**src/rtl/rr_mux_feeder.sv**
```systemverilog
// rr_mux_feeder: upstream scheduler for a 4-to-1 WIDTH-bit mux.
//   Buffers one word per input channel (a..d), arbitrates round-robin among
//   the buffered words and presents the winner on sel/out_data with a
//   valid/ready handshake. sel drives the downstream mux select directly.
// Ports:
//   clk, rst_n            clock, async active-low reset
//   in_valid/in_ready[4]  per-channel handshake, bit0=a .. bit3=d
//   a, b, c, d            channel data
//   sel[2]                granted channel index (registered)
//   out_valid, out_data   granted word (registered)
//   out_ready             downstream accept

// One-entry channel buffer. Never captures while full, so a granted slot
// cannot be refilled on its grant edge.
module rr_slot #(
  parameter int WIDTH = 4
) (
  input  logic             clk,
  input  logic             rst_n,
  input  logic             i_valid,
  input  logic [WIDTH-1:0] i_data,
  input  logic             i_clr,
  output logic             o_full,
  output logic [WIDTH-1:0] o_data
);
  always_ff @(posedge clk or negedge rst_n) begin
    if (!rst_n) begin
      o_full <= 1'b0;
      o_data <= '0;
    end else if (i_clr) begin
      o_full <= 1'b0;
    end else if (i_valid && !o_full) begin
      o_full <= 1'b1;
      o_data <= i_data;
    end
  end
endmodule

module rr_mux_feeder #(
  parameter int WIDTH = 4
) (
  input  logic             clk,
  input  logic             rst_n,
  input  logic [3:0]       in_valid,
  output logic [3:0]       in_ready,
  input  logic [WIDTH-1:0] a,
  input  logic [WIDTH-1:0] b,
  input  logic [WIDTH-1:0] c,
  input  logic [WIDTH-1:0] d,
  output logic [1:0]       sel,
  output logic             out_valid,
  output logic [WIDTH-1:0] out_data,
  input  logic             out_ready
);
  localparam int NUM_LANES = 4;

  typedef enum logic {S_EMPTY, S_HOLD} state_t;

  state_t                              r_state;
  logic [1:0]                          r_last;
  logic [NUM_LANES-1:0][WIDTH-1:0]     w_in;
  logic [NUM_LANES-1:0][WIDTH-1:0]     w_slot;
  logic [NUM_LANES-1:0]                w_full;
  logic [NUM_LANES-1:0]                w_clr;
  logic                                w_load;
  logic                                w_any;
  logic [1:0]                          w_win;

  assign w_in     = {d, c, b, a};
  assign in_ready = ~w_full;

  for (genvar i = 0; i < NUM_LANES; i++) begin : g_lane
    rr_slot #(.WIDTH(WIDTH)) u_slot (
      .clk     (clk),
      .rst_n   (rst_n),
      .i_valid (in_valid[i]),
      .i_data  (w_in[i]),
      .i_clr   (w_clr[i]),
      .o_full  (w_full[i]),
      .o_data  (w_slot[i])
    );
  end

  // Output register is free when empty or being accepted this cycle.
  assign w_load = (r_state == S_EMPTY) | (out_valid & out_ready);

  // Round-robin: scan last+1, +2, +3, +0; first full slot wins.
  always_comb begin
    w_any = 1'b0;
    w_win = r_last;
    for (int k = 1; k <= NUM_LANES; k++) begin
      if (!w_any && w_full[2'(r_last + 2'(k))]) begin
        w_any = 1'b1;
        w_win = 2'(r_last + 2'(k));
      end
    end
  end

  always_comb begin
    w_clr = '0;
    if (w_load && w_any) w_clr[w_win] = 1'b1;
  end

  // sel/out_data only move on a load with a winner, so the mux select is
  // always a clean registered value.
  always_ff @(posedge clk or negedge rst_n) begin
    if (!rst_n) begin
      r_state   <= S_EMPTY;
      out_valid <= 1'b0;
      out_data  <= '0;
      sel       <= 2'b00;
      r_last    <= 2'b11;
    end else if (w_load) begin
      if (w_any) begin
        r_state   <= S_HOLD;
        out_valid <= 1'b1;
        out_data  <= w_slot[w_win];
        sel       <= w_win;
        r_last    <= w_win;
      end else begin
        r_state   <= S_EMPTY;
        out_valid <= 1'b0;
      end
    end
  end
endmodule

```
**config.mk**
```make
export PLATFORM = sky130hd
export DESIGN_NAME = rr_mux_feeder
export DESIGN_NICKNAME = d
export VERILOG_FILES = /design/src/rtl/rr_mux_feeder.sv
export SDC_FILE = /design/constraint.sdc
export NUM_CORES = 1
export LEC_CHECK = 0
export ABC_AREA = 1
export CORE_MARGIN = 4
export CORE_UTILIZATION = 35
export CTS_CLUSTER_DIAMETER = 200
export DETAILED_ROUTE_END_ITERATION = 6
export PLACE_DENSITY_LB_ADDON = 0.05
export SKIP_LAST_GASP = 1
export SYNTH_ARGS = -nofsm -noshare
export SYNTH_HDL_FRONTEND = slang
export SYNTH_HIERARCHICAL = 1
export SYNTH_SLANG_ARGS = --single-unit
```
**constraint.sdc**
```tcl
create_clock -name clk -period 3.2 [get_ports clk]
set_clock_uncertainty 0.2 [all_clocks]
set_input_delay 0.64 -clock clk [delete_from_list [all_inputs] [get_ports clk]]
set_output_delay 0.64 -clock clk [all_outputs]
set_load 0.005 [all_outputs]
```
### Yosys cells after proc, flatten, opt, wreduce, memory -nomap -nowiden

Cells that the tools add are included.

* flip-flop bits (word level): 29
* logic and storage cells: 84
* bits of input ports: 23

* $lt $le $gt $ge: 6
* reductions and logical operators: 25
* bitwise logic cells: 8
* muxes and demuxes: 30
* add/sub/neg operators: 3

Operators by type and width (count)
* 2-to-1 mux 1 bit: 18
* < comparator 2 x 3 -> 1 bit, second input constant: 5
* AND reduction 2 bit: 5
* logical AND 1 bit: 9
* binary-select mux 1 bit (select 2 bit): 4
* binary-select mux 4 bit (select 2 bit): 1
* 2-to-1 mux 2 bit: 4
* 2-to-1 mux 4 bit: 2
* nonzero test 2 bit: 4
* logical NOT 1 bit: 7
* inverter 1 bit: 5
* adder 2 bit, second input constant: 2
* inverter 4 bit: 1
* adder 2 x 1 -> 2 bit, second input constant: 1
* demux 1 bit (select 2 bit): 1
* greater-or-equal comparator 2 x 1 -> 1 bit, second input constant: 1
* bitwise AND 1 bit: 1
* OR 1 bit: 1

### Logic depth before layout (Yosys ltp)

Gate-level depths: netlist (run 1).

* word-level depth: 20
* mapped depth: 16
* mapped depth without buffers: 15

### Hierarchy

The synthesis (run 1) kept the hierarchy.

By module, submodules not included
* rr_mux_feeder: instances 1, sequential area each 227.7 um2, cells each 142, area an instance 925.9 um2
* rr_slot: instances 4, sequential area each 125.1 um2, cells each 21, area an instance 195.2 um2

### Worst setup path before layout (run 1)

No wires, ideal clock.

* path type: flip-flop to flip-flop
* start: register r_last[0]
* end: register g_lane[1].u_slot.o_data[0]
* library setup time: 0.116 ns
* path slack: 1.013 ns
* arrival time: 1.871 ns
* stages on the path, launching flop included: 17
* required time: 2.884 ns
* path through: dfstp_2 buf_6 inv_8 nand2_1 nand2_2 nand2_2 nand2_4 nor2_4 nand4_1 nand2_2 inv_4 nand2_2 nor2_1 nor2_2 nand2_2 nand2_1 nand2_1

* word-level cells in the longest chain between the ends: 20
* elaborated cells between the ends (all ways): 34

RTL lines
* from (decl): RTL line 60 `logic [1:0] r_last;`
* from (signal assigned): RTL line 119 `r_last <= w_win;`
* adder 2 x 1 -> 2 bit: RTL line 92, 94
* binary-select mux 1 bit (select 2 bit): RTL line 92 `if (!w_any && w_full[2'(r_last + 2'(k))]) begin`
* 2-to-1 mux 1 bit (implied by the code): RTL line 92
* 2-to-1 mux 1 bit: RTL line 92
* logical NOT 1 bit: RTL line 92
* logical AND 1 bit: RTL line 92
* 2-to-1 mux 1 bit: RTL line 92
* logical NOT 1 bit: RTL line 92
* (+5 left out)
* < comparator 2 x 3 -> 1 bit (implied by the code) or greater-or-equal comparator 2 x 1 -> 1 bit (tied branches): RTL line 101 `if (w_load && w_any) w_clr[w_win] = 1'b1;`
* logical AND 1 bit (implied by the code): RTL line 101
* 2-to-1 mux 1 bit (implied by the code): RTL line 101
* demux 1 bit (select 2 bit): RTL line 101
* 2-to-1 mux 4 bit (*): RTL line 101
* via w_clr[1]: RTL line 64 `logic [NUM_LANES-1:0] w_clr;`
* inverter 1 bit (no source line) (*)
* AND reduction 2 bit (no source line) (*)
* to (signal assigned): RTL line 34 `o_data <= i_data;`
* to (decl): RTL line 24 `output logic [WIDTH-1:0] o_data`

The timed path passes the listed nets; every way through them passes the cells marked *. The select of a mux whose other input is x is not followed.
A chain may end at the register's enable or synchronous reset.

### Worst setup path after layout (run 1)

* start: register r_last[0]
* end: register g_lane[3].u_slot.o_data[1]

* word-level cells in the longest chain between the ends: 20
* elaborated cells between the ends (all ways): 34

RTL lines (RTL line)
* adder 2 x 1 -> 2 bit: 92, 94
* binary-select mux 1 bit (select 2 bit): 92
* 2-to-1 mux 1 bit (implied by the code): 92
* 2-to-1 mux 1 bit: 92
* logical NOT 1 bit: 92
* logical AND 1 bit: 92
* 2-to-1 mux 1 bit: 92
* logical NOT 1 bit: 92
* (+5 left out)
* < comparator 2 x 3 -> 1 bit (implied by the code) or greater-or-equal comparator 2 x 1 -> 1 bit (tied branches): 101
* logical AND 1 bit (implied by the code): 101
* 2-to-1 mux 1 bit (implied by the code): 101
* demux 1 bit (select 2 bit): 101
* 2-to-1 mux 4 bit (*): 101
* via w_clr[3]: 64
* inverter 1 bit (no source line) (*)
* AND reduction 2 bit (no source line) (*)
* to (signal assigned): 34
* to (decl): 24

Marked as above.

==> impl_metrics.tcl, run 1 <==
set metrics [dict create \
    outcome "complete, no violations" \
    start_util 0.361 \
    route.met2.wl_mm 1.75 \
    fmax_mhz 393 \
    clock_sinks 29 \
    cts_tree "built" \
    drt_wl_total_mm 3.83 \
    vias_per_cell 4.51 \
    drive_gt1_frac 0.195 \
    firstDrtPassIters 5 \
    finalPower_mw 2.75 \
    ys_ff_latch 29 \
    core_area_sq_um 4720 \
    cts_buffer_depth 2 \
    final-seq-area_sq_um 728 \
    grt_first_pass_wirelength_mm 6.40 \
    htreeDepth 2 \
    die_w_um 77.8 \
    slew_headroom 0.753 \
    worstHoldPathType "reg -> reg" \
    dieArea_sq_um 6060 \
    grt_pass1_vias 1402 \
    ctsHoldBuffers 0 \
    synthFlopType "dfrtp_1" \
    min_period_ps 2550 \
    grt.total_usage 0.136 \
    cp.arrival_ps 2520 \
    cts_resized 0 \
    drtIter0Drc 60 \
    fin_tns_setup_ps 0 \
    worstSetupPathType "reg -> reg" \
    num_rows 25 \
    tightest_slew_ps 371 \
    dp_hpwl_mm 3.07 \
    die_h_um 77.8 \
    syn_nets 249 \
    synth_edf_count 0 \
    grt_overflow 0 \
    clk_latency_ps 280 \
    max-cap-violations 0 \
    wire_per_inst_um 11.5 \
    syn2layout_area_growth_pct 28.7 \
    yosys.cell_types.count 21 \
    syn_inst 226 \
    nets 288 \
    post-cts-setup-buffer-count 0 \
    grt_max_degree 30 \
    met1Wirelength_mm 1.85 \
    cp-end-kind "flop" \
    antenna_found_initial 0 \
    rsz0062_at_grt "false" \
    syn-cell-area_sq_um 1710 \
    drc 0 \
    clk_pin_slew_ps 60 \
    portBuffers 33 \
    placed_cells_incl_taps 325 \
    multiInputGateArea_sq_um 876 \
    cts-root-buf "clkbuf_8" \
    power_leakage_nw 1.11 \
    ir_worst_vdd_v 0.000500 \
    vias 1502 \
    highest_layer "met4" \
    finalCritPeriodShare 0.796 \
    hold_viol_final 0 \
    worstSetupStartpointType "flop" \
    drv_slew 0 \
    synth_area_per_cell_sq_um 7.55 \
    antenna_left 0 \
    final_common_cell "nand2_1" \
    final_cells 333 \
    fillers 502 \
    crit_path_max_fanout 10 \
    io_pins 34 \
    final_cell_mix "nand2_1 (84), nand3_1 (36), clkdlybuf4s50_1 (33)" \
    powerDensity_nw_per_um2 1250 \
    setup_viol 0 \
    cts_buffers 5 \
    wl_met3_um 167 \
    gp_congestion 0.758 \
    async_flop_share 1.00 \
    antenna_cells 0 \
    required_ps 3170 \
    ys_seq_area_frac 0.427 \
    yosys_warnings 6 \
]
[layout make-up]
class	instances	area share
multi-input cells	176	0.399
flip-flops and latches	29	0.332
clock buffers	5	0.0313
clock inverters	3	0.00798
well taps	67	0.0382
repair buffers	34	0.154
inverters	19	0.0382
[final timing paths]
kind                                                              from                                endpoint  slack (ps)  cells after the start
worst max-delay path                             r_last[0]$_DFFE_PN1P_  g_lane[3].u_slot/o_data[1]$_DFFE_PN0P_         650                     15
worst min-delay path            g_lane[3].u_slot/o_data[0]$_DFFE_PN0P_  g_lane[3].u_slot/o_data[0]$_DFFE_PN0P_         270                      2
worst max register to register                   r_last[0]$_DFFE_PN1P_  g_lane[3].u_slot/o_data[1]$_DFFE_PN0P_         650                     15
worst min register to register  g_lane[3].u_slot/o_data[0]$_DFFE_PN0P_  g_lane[3].u_slot/o_data[0]$_DFFE_PN0P_         270                      2
max in group asynchronous                                        rst_n                   r_last[0]$_DFFE_PN1P_        1950                      2
min in group asynchronous                                        rst_n  g_lane[3].u_slot/o_data[1]$_DFFE_PN0P_         540                      2
[worst max-delay path: stages (launching register included)]
cell     delay [ps]
dfstp_2         710
inv_8            90
nand2_1          90
nand2_2          70
nand2_2          80
nand2_4          80
nor2_4          100
nand4_1         100
nand2_2         170
inv_4            80
nand2_2         120
nor2_1           90
nor2_2          210
nand2_2         110
nand2_1          80
nand2_1          40
[per-layer routing]
metal / global-route usage / up-vias
li1: - / 789
met1: 0.180 / 677
met2: 0.209 / 29
met3: 0.0371 / 7
met4: 0.0534 / 0
met5: 0 / -
[kinds of logic (layout without fill, tap and decap cells)]
group | Yosys count | after routing | share of synthesized area
simple gates | 170 | 170 | 0.494
flops | 29 | 29 | 0.427
buf+inv | 21 | 61 | 0.0601
compound gates | 6 | 6 | 0.0191
[flip-flops by register name, indices dropped and copies added (netlist names)]
register	count
g_lane.u_slot/o_full	4
r_last	2
r_state	1
out_data	4
g_lane.u_slot/o_data	16
sel	2
[stage by stage]
| step | setup slack, ps | cell area (sq um) | hold slack [ps] | utilization |
|---|---|---|---|---|
| finish | 653 | 2200 | 270 | 0.465 |
| global route | 454 | 2200 | 307 | 0.465 |
| CTS | 664 | 2200 | 275 | 0.465 |
| detailed placement | 674 | 2110 | 259 | 0.447 |
| global placement | 699 | 2110 | 256 | 0.447 |
| floorplan | 1010 | 1710 | 144 | - |
[synthesized netlist by cell type (2+ instances only)]
master	count	area share
nand3_1	36	0.11
nand3_4	2	0.021
o21ai_1	3	0.0088
dfrtp_1	27	0.40
nor2_1	13	0.029
inv_1	14	0.031
nor2_2	4	0.015
nand2_2	21	0.077
nand2_1	84	0.18
inv_4	2	0.0073
inv_2	2	0.0044
dfstp_2	2	0.031
nand2_4	8	0.053
[power breakdown]
part | switching [mW] | internal [mW] | leakage [nW]
registers | 0.154 | 0.558 | 0.346
clock network | 0.142 | 0.150 | 0.0439
logic | 1.10 | 0.650 | 0.718
No activity file was read; power rests on OpenSTA's default activity.
==> run 2, diff against run 1 <==
==> constraint.sdc (replaced) <==
create_clock -name clk -period 2.1 [get_ports clk]
set_clock_uncertainty 0.2 [all_clocks]
set_input_delay 0.42 -clock clk [delete_from_list [all_inputs] [get_ports clk]]
set_output_delay 0.42 -clock clk [all_outputs]
set_load 0.005 [all_outputs]
==> run 2 against run 1 <==
The run now ends with negative setup slack left. Cell count is 11% higher. Worst setup slack lost 750 ps. Die area is the same. Largest cell class unchanged. Clock-buffer cell count unchanged. Via count grew 11%. Maximum frequency up 16%. Register-to-register slack got worse by 750 ps. Utilization is 11 points higher. Critical path depth stayed put.
==> impl_metrics.tcl, run 2 (same netlist as run 1, synthesis figures left out) <==
set metrics [dict create \
    start_util 0.361 \
    ctsHoldBuffers 0 \
    antenna_found_initial 0 \
    num_rows 25 \
    htreeDepth 2 \
    grt_overflow 0 \
    syn2layout_area_growth_pct 58.7 \
    cts_buffer_depth 2 \
    regMostFlops "g_lane.u_slot/o_data" \
    cp-end-kind "flop" \
    grt_first_pass_wirelength_mm 7.20 \
    final_common_cell "nand2_1" \
    grt_max_degree 30 \
    final-seq-area_sq_um 729 \
    antenna_cells 0 \
    finalCritPeriodShare 1.05 \
    final_cell_mix "nand2_1 (69), clkdlybuf4s50_1 (32), buf_4 (31)" \
    cp.arrival_ps 2170 \
    pre_cts_ws_ps -152 \
    min_period_ps 2190 \
    drtIter0Drc 53 \
    hold_viol_final 0 \
    cts_buffers 5 \
    tightest_slew_ps 365 \
    dieArea_sq_um 6060 \
    setup_viol 24 \
    drv_slew 0 \
    gp_congestion 0.895 \
    crit_family "simple AND/OR/NAND/NOR gates" \
    cp_common_cell "nand2_4" \
    clk_latency_ps 280 \
    worstSetupPathType "reg -> reg" \
    drc 0 \
    max-cap-violations 0 \
    portBuffers 33 \
    slew_headroom 0.756 \
    rsz0062_at_grt "true" \
    cts-root-buf "clkbuf_8" \
    fillers 463 \
    firstDrtPassIters 4 \
    timing.final.ws_setup_ps -94.9 \
    antenna_left 0 \
    path_buf_inv 6 \
    clock_sinks 29 \
    clk_pin_slew_ps 60 \
    reg_top3 "g_lane.u_slot/o_data: 16 flops, g_lane.u_slot/o_full: 4 flops, out_data: 4 flops" \
    slowest_delay_ps 560 \
    largest_reg_flops 16 \
    drt_wl_total_mm 4.28 \
    vias_per_cell 4.51 \
    vias 1664 \
    grt.total_usage 0.151 \
    die_w_um 77.8 \
    worstPathCellList "buf_12 > inv_8 > nand2_4 > nand2_4 > nand2_4 > nand2_8 > nor2_4 > nand4_1 > nand2_2 > inv_4 > buf_4 > buf_6 > buf_8 > nand3_2 > nand2_2" \
    drive_gt1_frac 0.394 \
    core_area_sq_um 4720 \
    multiInputGateArea_sq_um 1080 \
    worstSetupStartpointType "flop" \
    violations "negative setup slack" \
    required_ps 2080 \
    slowest_stage "dfstp_2" \
    cts_tree "built" \
    dp_hpwl_mm 3.26 \
    io_pins 34 \
    wire_per_inst_um 11.6 \
    fmax_mhz 456 \
    worstHoldPathType "reg -> reg" \
    die_h_um 77.8 \
    grt_pass1_vias 1637 \
    crit_path_max_fanout 7 \
    nets 324 \
    outcome "finished with violations" \
]
## run 2: cell count changes in the layout (fill, tap and decap cells not counted), sizes merged
cell | before | now
clkdlybuf4s50 | 33 | 32
buf | 1 | 37
dlymetal6s2s | 0 | 1
## run 2: repair_timing
action | CTS | global route
endpoints found under the hold margin | 0 | 0
buffers inserted | 9 | 7
gates resized for setup | 15 | 44
setup endpoints to repair | 16 | 26
pin swaps | 21 | 31
## run 2: metrics by stage
step                      hold slack, ps  area [sq um]  instances  setup TNS [ps]   util
final                                265          2710        369           -1630  0.574
after global routing                 284          2710        369           -4850  0.574
after global placement               257          2270        346           -1610  0.482
after CTS                            275          2490        363           -1880  0.528
after detailed placement             259          2270        346           -2240  0.482
after floorplan                    -75.6          1720        226            -876      -
## run 2: worst paths after layout
kind                                                         from                                     end  slack [ps]  depth (start not counted)
min                        g_lane[3].u_slot/o_data[0]$_DFFE_PN0P_  g_lane[3].u_slot/o_data[0]$_DFFE_PN0P_         270                          2
min in group asynchronous                                   rst_n     g_lane[3].u_slot/o_full$_DFFE_PN0P_         320                          2
max in group asynchronous                                   rst_n                   r_last[1]$_DFFE_PN1P_        1070                          2
max reg2reg                                 r_last[0]$_DFFE_PN1P_                 out_data[3]$_DFFE_PN0P_         -90                         15
min reg2reg                g_lane[3].u_slot/o_data[0]$_DFFE_PN0P_  g_lane[3].u_slot/o_data[0]$_DFFE_PN0P_         270                          2
max                                         r_last[0]$_DFFE_PN1P_                 out_data[3]$_DFFE_PN0P_         -90                         15
## run 2: area by class of cell
type / instances / share of cell area
inverters: 19 / 0.0309
clock inverters: 3 / 0.00647
clock buffers: 5 / 0.0254
multi-input cells: 176 / 0.399
well taps: 67 / 0.0309
flip-flops and latches: 29 / 0.269
repair buffers: 70 / 0.238
## run 2: tightest hold or removal path, cell delays in order, from the launching register on
cell	delay, ps
dfrtp_1	340
nand2_1	50
nand2_1	50
## run 2: routing by layer
layer | global-route usage | routed length, um | up-vias
li1 | - | - | 860
met1 | 0.193 | 1950 | 774
met2 | 0.245 | 2110 | 23
met3 | 0.0383 | 152 | 7
met4 | 0.0534 | 68 | 0
met5 | 0 | 0 | -
Power of run 2 is left out: the tool's default activity adds up to more than one toggle a clock period on the data nets, which glitch-free logic cannot reach.
==> run 3, diff against run 2 <==
--- a/config.mk
+++ b/config.mk
@@ -5,7 +5,7 @@
 export SDC_FILE = /design/constraint.sdc
 export NUM_CORES = 1
 export LEC_CHECK = 0
-export ABC_AREA = 1
+export ABC_AREA = 0
 export CORE_MARGIN = 4
 export CORE_UTILIZATION = 35
 export CTS_CLUSTER_DIAMETER = 200
==> constraint.sdc (replaced) <==
create_clock -name clk -period 2.65 [get_ports clk]
set_clock_uncertainty 0.2 [all_clocks]
set_input_delay 0.53 -clock clk [delete_from_list [all_inputs] [get_ports clk]]
set_output_delay 0.53 -clock clk [all_outputs]
set_load 0.005 [all_outputs]
==> run 3 against run 2 <==
The flow now finishes without violations. Critical endpoint is now g_lane[0].u_slot/o_data[0]$_DFFE_PN0P_. Global-route usage shrank 2.4 points. Synthesized cell count is 53% lower. Utilization shrank 6.8 points. Largest cell class is now sequential cells. Maximum frequency shrank 9.8%. Worst setup slack better by 310 ps. Critical path depth shrank 10. Critical path type unchanged. Design area decreased by 31%.
==> impl_metrics.tcl, run 3 <==
set metrics [dict create \
    grt_first_pass_wirelength_mm 4.74 \
    yosys_warnings 6 \
    hold_viol_final 0 \
    drtIter0Drc 41 \
    regMostFlops "g_lane.u_slot/o_data" \
    worstSetupStartpointType "flop" \
    reg_top3 "g_lane.u_slot/o_data: 16 flops, g_lane.u_slot/o_full: 4 flops, out_data: 4 flops" \
    gp_congestion 0.755 \
    synth_edf_count 0 \
    synth_area_leaders "dfrtp_1 (51%), mux2_2 (13%), mux2i_1 (7.5%)" \
    p_seq_frac 0.386 \
    syn-cell-area_sq_um 1340 \
    num_rows 22 \
    yosysTopAreaCell "dfrtp_1" \
    wire_per_inst_um 13.9 \
    core_area_sq_um 3690 \
    cts_resized 0 \
    cp-end-kind "flop" \
    yosys.cell_types.count 20 \
    die_w_um 69.8 \
    antenna_left 0 \
    async_flop_share 1.00 \
    ir_worst_vdd_v 0.000418 \
    finalCritPeriodShare 0.918 \
    largest_reg_flops 16 \
    dp_hpwl_mm 2.15 \
    final_cell_mix "clkdlybuf4s50_1 (33), dfrtp_1 (27), mux2_2 (16)" \
    rsz0062_at_grt "false" \
    final_common_cell "clkdlybuf4s50_1" \
    clkPwrFrac 0.186 \
    synthFlopType "dfrtp_1" \
    busiest_layer "met2" \
    cts_buffer_depth 2 \
    cts_tree "built" \
    syn_nets 129 \
    utilization 0.505 \
    drive_gt1_frac 0.250 \
    grt_pass1_vias 993 \
    swShare 0.328 \
    io_pins 34 \
    setup_viol 0 \
    drv_slew 0 \
    tightest_slew_ps 473 \
    cts_buffers 5 \
    synth_top_area_frac 0.505 \
    start_util 0.363 \
    ys_ff_latch 29 \
    clk_pin_slew_ps 60 \
    outcome "complete, no violations" \
    min_period_ps 2430 \
    fmax_mhz 411 \
    portBuffers 33 \
    vias 968 \
    power_leakage_nw 0.814 \
    htreeDepth 2 \
    clock_sinks 29 \
    fin_tns_setup_ps 0 \
    p_int_mw 1.43 \
    ctsHoldBuffers 0 \
    powerDensity_nw_per_um2 1140 \
    worstHoldPathType "reg -> reg" \
    synth_common_cells "dfrtp_1 (27), mux2_2 (16), nand2_1 (12), nor2_1 (12), mux2i_1 (10)" \
    power_frac_comb 0.428 \
    max-cap-violations 0 \
    dieArea_sq_um 4870 \
    drt_wl_total_mm 2.78 \
    antenna_cells 0 \
    clk_latency_ps 270 \
    firstDrtPassIters 4 \
    syn2layout_area_growth_pct 39.3 \
    post-cts-setup-buffer-count 0 \
    die_h_um 69.8 \
    slew_headroom 0.682 \
    vias_per_cell 4.84 \
    nets 174 \
    grt_util_met2 0.186 \
    required_ps 2610 \
    cp.arrival_ps 2390 \
    antenna_found_initial 0 \
    grt_max_degree 30 \
    drc 0 \
    synth_area_per_cell_sq_um 12.6 \
    cts-root-buf "clkbuf_8" \
    grt_overflow 0 \
    worstSetupPathType "reg -> reg" \
    syn_inst 106 \
    met1_usage 0.168 \
    switchingPower_mw 0.699 \
    grt.total_usage 0.126 \
    grt_use_met3 0.0493 \
    ys_seq_area_frac 0.544 \
    crit_path_max_fanout 7 \
    synth.most_common_cell "dfrtp_1" \
]
[run 3: critical path, stage by stage, from the launching register on]
cell and delay [ps]:
dfrtp_1 470, nor4_1 480, a21oi_1 180, and3_2 290, nor3b_4 320, mux2_2 380
[run 3: layer usage]
layer | share of wire | wire [um] | up-vias
met2 | 0.47 | 1310 | 26
li1 | - | - | 466
met4 | 0.0065 | 18 | 0
met5 | 0 | 0 | -
met1 | 0.47 | 1310 | 474
met3 | 0.055 | 152 | 2
[run 3: path summary, 6_finish.rpt]
check                                                         start                                      to  slack (ps)  cells after the start
worst max-delay path            g_lane[0].u_slot/o_full$_DFFE_PN0P_  g_lane[0].u_slot/o_data[0]$_DFFE_PN0P_         220                      5
worst min-delay path                        out_data[2]$_DFFE_PN0P_                 out_data[2]$_DFFE_PN0P_         300                      2
worst max register to register  g_lane[0].u_slot/o_full$_DFFE_PN0P_  g_lane[0].u_slot/o_data[0]$_DFFE_PN0P_         220                      5
worst min register to register              out_data[2]$_DFFE_PN0P_                 out_data[2]$_DFFE_PN0P_         300                      2
max in group asynchronous                                     rst_n                   r_last[1]$_DFFE_PN1P_        1500                      2
min in group asynchronous                                     rst_n                      sel[0]$_DFFE_PN0P_         440                      2
[run 3: final cells by class]
type,instances,area [sq um]
clock buffers,7,96.3
clock inverters,1,5.00
fillers,350,1830
inverters,5,18.8
multi-input cells,71,579
flip-flops and latches,29,728
well taps,48,60.1
repair buffers,39,375
[run 3: per-stage QoR]
stage / cell area (sq um) / setup slack, ps / std cells / power [mW] / hold WS (ps)
4_1_cts: 1860 / 217 / 200 / 2.16 / 304
5_1_grt: 1860 / 75.8 / 200 / 2.28 / 319
3_5_place_dp: 1760 / 189 / 192 / 1.76 / 280
6_report: 1860 / 217 / 200 / 2.13 / 301
3_3_place_gp: 1760 / 180 / 192 / 1.74 / 275
2_1_floorplan: 1340 / 100 / 106 / 1.40 / 34.4
[run 3: power groups by stage]
stage / clock network, mW / registers [mW] / logic [mW]
2_1_floorplan: 0 / 0.797 / 0.600
3_3_place_gp: 0 / 0.823 / 0.918
3_5_place_dp: 0 / 0.831 / 0.924
4_1_cts: 0.407 / 0.823 / 0.930
5_1_grt: 0.429 / 0.851 / 1.00
6_report: 0.396 / 0.821 / 0.910
[run 3: logic make-up after synthesis]
kind of cell | synth area share
AND/OR/NAND/NOR | 0.152
multiplexers | 0.210
buffers and inverters | 0.0225
AO/OA/AOI/OAI | 0.0720
flip-flops | 0.544
